--- config.mk ---
export PLATFORM = sky130hd
export DESIGN_NAME = memory_arbiter
export DESIGN_NICKNAME = d
export VERILOG_FILES = /design/src/rtl/memory_arbiter.sv
export SDC_FILE = /design/constraint.sdc
export NUM_CORES = 1
export LEC_CHECK = 0
export CORE_MARGIN = 1
export CORE_UTILIZATION = 23
export CTS_CLUSTER_SIZE = 40
export DETAILED_ROUTE_END_ITERATION = 7
export PLACE_DENSITY = 0.84
export RECOVER_POWER = 25
export SYNTH_ARGS = -nofsm -noshare
export SYNTH_HDL_FRONTEND = slang
export SYNTH_SLANG_ARGS = --single-unit
export TNS_END_PERCENT = 20
--- constraint.sdc ---
create_clock -name clk -period 1.4 [get_ports clk]
set_input_delay 0.35 -clock clk [delete_from_list [all_inputs] [get_ports clk]]
set_output_delay 0.35 -clock clk [all_outputs]
set_load 0.005 [all_outputs]
--- src/rtl/memory_arbiter.sv ---
// ---------------------------------------------------------------------------
// memory_arbiter
//   Shares one memory port between an instruction cache (I), a data cache (D)
//   and a DMA engine. DMA has absolute priority whenever the arbiter is idle.
//   Once DMA is granted it keeps the bus for as long as it holds DMA_BR. Two
//   caches competing from idle are served round-robin. A granted cache is
//   never preempted. Every grant is taken from IDLE, so each grant costs one
//   bubble cycle. A cache that holds its lock keeps the grant for burst
//   (line-fill) transfers.
//
// Ports
//   clk, reset                    clock, asynchronous active-high reset
//   I_readM, I_lock, I_address    instruction-cache request
//   D_readM, D_writeM, D_lock,
//   D_address, D_wdata            data-cache request
//   DMA_BR / DMA_BG               DMA bus request / registered bus grant
//   DMA_readM, DMA_writeM,
//   DMA_address, DMA_wdata        DMA access, used only while DMA_BG=1
//   I_ready, D_ready, DMA_ready   completion strobe for the granted requester
//   RDATA                         memory read data broadcast to everyone
//   MEMORY_*                      memory-side port
// ---------------------------------------------------------------------------
module memory_arbiter #(
  parameter int WORD_SIZE = 16
) (
  input  logic                 clk,
  input  logic                 reset,
  input  logic                 I_readM,
  input  logic                 I_lock,
  input  logic [WORD_SIZE-1:0] I_address,
  input  logic                 D_readM,
  input  logic                 D_writeM,
  input  logic                 D_lock,
  input  logic [WORD_SIZE-1:0] D_address,
  input  logic [WORD_SIZE-1:0] D_wdata,
  input  logic                 DMA_BR,
  output logic                 DMA_BG,
  input  logic                 DMA_readM,
  input  logic                 DMA_writeM,
  input  logic [WORD_SIZE-1:0] DMA_address,
  input  logic [WORD_SIZE-1:0] DMA_wdata,
  output logic                 I_ready,
  output logic                 D_ready,
  output logic                 DMA_ready,
  output logic [WORD_SIZE-1:0] RDATA,
  output logic                 MEMORY_readM,
  output logic                 MEMORY_writeM,
  output logic [WORD_SIZE-1:0] MEMORY_address,
  output logic [WORD_SIZE-1:0] MEMORY_wdata,
  input  logic [WORD_SIZE-1:0] MEMORY_rdata,
  input  logic                 MEMORY_ready
);

  typedef enum logic [1:0] {
    IDLE    = 2'd0,
    GNT_I   = 2'd1,
    GNT_D   = 2'd2,
    GNT_DMA = 2'd3
  } state_t;

  // rr_ptr names the cache that wins the next I/D tie.
  localparam logic RR_I = 1'b0;
  localparam logic RR_D = 1'b1;

  state_t state;
  logic   rr_ptr;

  logic i_req;
  logic d_req;
  logic dma_act;

  assign i_req   = I_readM;
  assign d_req   = D_readM | D_writeM;
  assign dma_act = DMA_readM | DMA_writeM;

  always_ff @(posedge clk or posedge reset) begin
    if (reset) begin
      state  <= IDLE;
      rr_ptr <= RR_D;
      DMA_BG <= 1'b0;
    end else begin
      case (state)
        IDLE: begin
          if (DMA_BR) begin
            state  <= GNT_DMA;
            DMA_BG <= 1'b1;
          end else if (i_req && d_req) begin
            state <= (rr_ptr == RR_D) ? GNT_D : GNT_I;
          end else if (i_req) begin
            state <= GNT_I;
          end else if (d_req) begin
            state <= GNT_D;
          end
        end
        // Without a lock the grant ends on completion, or immediately if the
        // cache has withdrawn its request (abort). A held lock overrides both.
        GNT_I: begin
          if (!I_lock && (MEMORY_ready || !i_req)) begin
            state  <= IDLE;
            rr_ptr <= RR_D;
          end
        end
        GNT_D: begin
          if (!D_lock && (MEMORY_ready || !d_req)) begin
            state  <= IDLE;
            rr_ptr <= RR_I;
          end
        end
        GNT_DMA: begin
          if (!DMA_BR) begin
            state  <= IDLE;
            DMA_BG <= 1'b0;
          end
        end
        default: begin
          state  <= IDLE;
          DMA_BG <= 1'b0;
        end
      endcase
    end
  end

  // Memory port follows the current owner combinationally; idle drives zeros.
  always_comb begin
    MEMORY_readM   = 1'b0;
    MEMORY_writeM  = 1'b0;
    MEMORY_address = '0;
    MEMORY_wdata   = '0;
    case (state)
      GNT_I: begin
        MEMORY_readM   = I_readM;
        MEMORY_address = I_address;
      end
      GNT_D: begin
        MEMORY_readM   = D_readM;
        MEMORY_writeM  = D_writeM;
        MEMORY_address = D_address;
        MEMORY_wdata   = D_wdata;
      end
      GNT_DMA: begin
        MEMORY_readM   = DMA_readM;
        MEMORY_writeM  = DMA_writeM;
        MEMORY_address = DMA_address;
        MEMORY_wdata   = DMA_wdata;
      end
      default: begin
        MEMORY_readM   = 1'b0;
        MEMORY_writeM  = 1'b0;
        MEMORY_address = '0;
        MEMORY_wdata   = '0;
      end
    endcase
  end

  assign I_ready   = (state == GNT_I)   && MEMORY_ready && i_req;
  assign D_ready   = (state == GNT_D)   && MEMORY_ready && d_req;
  assign DMA_ready = (state == GNT_DMA) && MEMORY_ready && dma_act;

  assign RDATA = MEMORY_rdata;

endmodule

## After elaboration in Yosys (flattened, before gate mapping)

Index checks and enable logic that the tools add are counted.

- Register bits: 4
- Bits of input ports: 107

- Eq/ne operators: 8
- Multiplexer cells: 19
- Bitwise operators: 2
- Reduce and logical (&&, ||, !) cells: 21

Operators with widths:

| kind | number |
|---|---|
| $pmux W16 S3 | 1 |
| $pmux W16 S2 | 1 |
| $mux W2 | 8 |
| $logic_and A1 B1 Y1 | 9 |
| $ne A2 B2 Y1 const B | 4 |
| $pmux W2 S4 | 1 |
| $pmux W1 S2 | 3 |
| $reduce_and A3 Y1 | 2 |
| $ne A5 B5 Y1 const B | 1 |
| $eq A2 B2 Y1 const B | 2 |
| $logic_not A1 Y1 | 4 |
| $mux W1 | 4 |
| $reduce_and A4 Y1 | 1 |
| $reduce_bool A2 Y1 | 2 |
| $pmux W1 S3 | 1 |
| $eq A2 B1 Y1 const B | 1 |
| $logic_not A2 Y1 | 1 |
| $logic_or A1 B1 Y1 | 2 |
| $or A1 B1 Y1 | 2 |

## Logic depth before layout (Yosys ltp)

- Word-level depth: 6
- Depth in mapped cells: 5
- Gate-level depth less buffers: 3

## Least setup slack after synthesis

Ideal clock, no wire load.

- Path kind: register -> output
- Start point: reg state[0]
- End point: out MEMORY_wdata[10]
- Arrival: 0.968 ns
- Path slack: 0.082 ns
- Cell stages (with the launch flop): 6
- Buffers on the path: 3
- Cells stage by stage: dfrtp_1 -> buf_6 -> buf_8 -> buf_8 -> mux2i_1 -> nor2_1

- Longest elaborated chain between the ends: 2
- Elaborated cells on any way between the ends: 3

RTL lines:

| element | RTL line | RTL |
|---|---|---|
| start: declaration | 65 | `state_t state;` |
| start signal: assignment | 88 | `state <= (rr_ptr == RR_D) ? GNT_D : GNT_I;` |
| $eq A2 B2 Y1 | 129 | `case (state)` |
| $pmux W16 S2 (*) | 129 |  |
| end: declaration | 49 | `output logic [WORD_SIZE-1:0] MEMORY_wdata,` |

Mark *: on every way between the ends. The rest lies on a longest branch, timed or not.

## Final worst setup path

- Start point: reg state[0]
- End point: out MEMORY_wdata[12]

Same word-level chain as after synthesis.

==> results.json <==
{
  "antenna_found_initial": 0,
  "worst_pin_slew_ns": 0.284,
  "status": "finished, violations left",
  "grt_pass1_vias": 1484,
  "finalCriticalPeriod_ns": 1.74,
  "synth_cells": 124,
  "worst_setup_path_start_kind": "register",
  "cts.clk_slew.worst_paths_ns": 0.04,
  "core_area_mm2": 0.00438,
  "cp-end-kind": "primary output",
  "max_slew_margin": 0.809,
  "synth_area_mm2": 0.00105,
  "drc": 0,
  "final_cell_mix": "86 x clkdlybuf4s50_1, 37 x buf_2, 32 x mux2i_1",
  "violations": "setup timing",
  "irDropWorstVdd_v": 0.000708,
  "worstReg2RegStart": "state[0]",
  "diodes": 0,
  "wl_per_cell_um": 14.8,
  "worstSetupPathType": "reg2out",
  "gr-total-overflow": 0,
  "final_common_cell": "clkdlybuf4s50_1",
  "finalHoldViolations": 0,
  "wl_um": 4530,
  "htree_levels": 1,
  "cts_hold_buf": 0,
  "synth_top_area_cell": "mux2i_1",
  "finClkSkew_ns": 0.00396,
  "clk-insertion-delay-late_ns": 0.23,
  "seq_area_frac_synth": 0.0961,
  "clkSinkCount": 4,
  "cts_max_path_buffers": 2,
  "drive_gt1_frac": 0.310,
  "final.setup.worst_slack_ns": -0.335,
  "cp_data_required_time_ns": 1.05,
  "drt-initial-drc-count": 58,
  "crit_path_max_fanout": 8,
  "grt_max_degree": 19,
  "synth.distinct_cells": 26,
  "synth_seq_cells": 4,
  "num_rows": 24,
  "area_growth_pct": 130,
  "holdWs_ns": 0.464,
  "nets": 363,
  "vias": 1457,
  "drtPass1Iterations": 4,
  "root_buffer": "clkbuf_8",
  "yosysTopAreaCellShare": 0.323,
  "setup_viol": 39,
  "hp-class": "in2async",
  "avgViaCountPerCell": 4.75,
  "arrival_ns": 1.39,
  "start_util": 0.241,
  "chipHeight_um": 69.7,
  "globalplace.congestion": 0.817,
  "fin_crit_sh": 1.24,
  "post-route-util": 0.553,
  "die_w_um": 69.7,
  "numCtsBuffers": 3,
  "grt_util_all_layers": 0.186,
  "ios": 161,
  "portBuffers": 128,
  "slew_violations": 0,
  "max_freq_mhz": 576,
  "grt_pass1_wl_um": 7180,
  "p_leak_nw": 1.10,
  "cellPowerDensity_mw_per_mm2": 1590,
  "die_area_mm2": 0.00486,
  "cts_tree": "yes",
  "n_fill_cell": 376,
  "postRouteAntennaNets": 0,
  "worstRegToRegCells": 6,
  "syn_nets": 231,
  "hpwl_um": 3360,
  "rsz0062_at_grt": "true",
  "reg2reg_slack_ns": -0.11,
  "r2r-end": "rr_ptr",
  "syn_avg_cell_area_um2": 8.51,
  "synth_warnings": 0,
  "maxCapViolCount": 0,
  "synth_area_leaders": "mux2i_1 32%, o2bb2ai_1 14%, buf_4 13%"
}
-- Yosys cell counts, drive strengths merged --
cell type and instances:
mux2i 34, buf 26, nor2 19, o2bb2ai 17, inv 4, dfrtp 3, a211oi 2, a21oi 2
and4 2, nand2 2, nand2b 2, o21ai 2, a2111oi 1, a211o 1, dfstp 1, nor4 1
o21ba 1, o311ai 1, o31a 1, o31ai 1, or2 1
-- metrics by stage --
| stage | instance area (um2) | instances | setup TNS [ns] | setup WS (ns) | total power, mW |
|---|---|---|---|---|---|
| global placement | 2330 | 290 | -17.62 | -0.648 | 3.25 |
| CTS | 2420 | 307 | -9.75 | -0.322 | 3.83 |
| detailed placement | 2330 | 290 | -18.24 | -0.670 | 3.29 |
| global route | 2420 | 307 | -12.72 | -0.397 | 4.12 |
| finish | 2420 | 307 | -10.23 | -0.335 | 3.85 |
| floorplan | 1050 | 124 | 0 | 0.0816 | 1.78 |
-- where the power goes --
group          switching (mW)  internal, mW
Sequential             0.0971         0.190
Clock                  0.0742         0.196
Combinational            1.37          1.93
Total                    1.54          2.31
-- flip-flops by register name, indices dropped and copies added (netlist names) --
register  cells
DMA_BG        1
rr_ptr        1
state         2
-- critical path, cell delays in order, from the launching register on --
cell	delay, ns
dfrtp_2	0.45
buf_6	0.16
buf_12	0.14
mux2i_2	0.21
nor2_1	0.07
buf_2	0.12
-- how the worst max path moves through the flow --
stage | slack [ns] | cells after the start | end | start
3_3_place_gp | -0.65 | 4 | D_ready | D_readM
6_report | -0.34 | 5 | MEMORY_wdata[12] | state[0]
2_1_floorplan | 0.08 | 5 | MEMORY_wdata[10] | state[0]
4_1_cts | -0.32 | 5 | MEMORY_wdata[12] | state[0]
5_1_grt | -0.40 | 5 | MEMORY_wdata[12] | state[0]
3_5_place_dp | -0.67 | 4 | D_ready | D_readM
-- layer usage --
metal  share of wire  track usage  vias up
met5               0            0        -
met4           0.020       0.0689        0
met3           0.086       0.0422       11
met2            0.51        0.332       97
met1            0.38        0.216      641
li1                -            -      708
-- layout make-up --
cell class | instances | area, um2 | share of cell area
clock buffers | 4 | 45.0 | 0.0186
inverters | 4 | 17.5 | 0.00722
flip-flops and latches | 4 | 104 | 0.0428
repair buffers | 153 | 1430 | 0.591
well taps | 52 | 65.1 | 0.0268
multi-input cells | 90 | 759 | 0.313
-- what timing repair did --
action,in CTS,in global routing
buffers inserted,11,0
endpoints found under the hold margin,0,0
pin swaps,23,2
resized for setup,172,2
cloned,3,0
endpoints found under the setup margin,39,40
-- cell families (layout without fill, tap and decap cells) --
family          count (synthesis)  in the layout  synth area share
compound gates                 29             29             0.242
mux                            34             34             0.323
flops                           4              4            0.0961
simple gates                   27             27             0.122
buf+inv                        30            161             0.217
No activity file was read; power rests on OpenSTA's default activity.
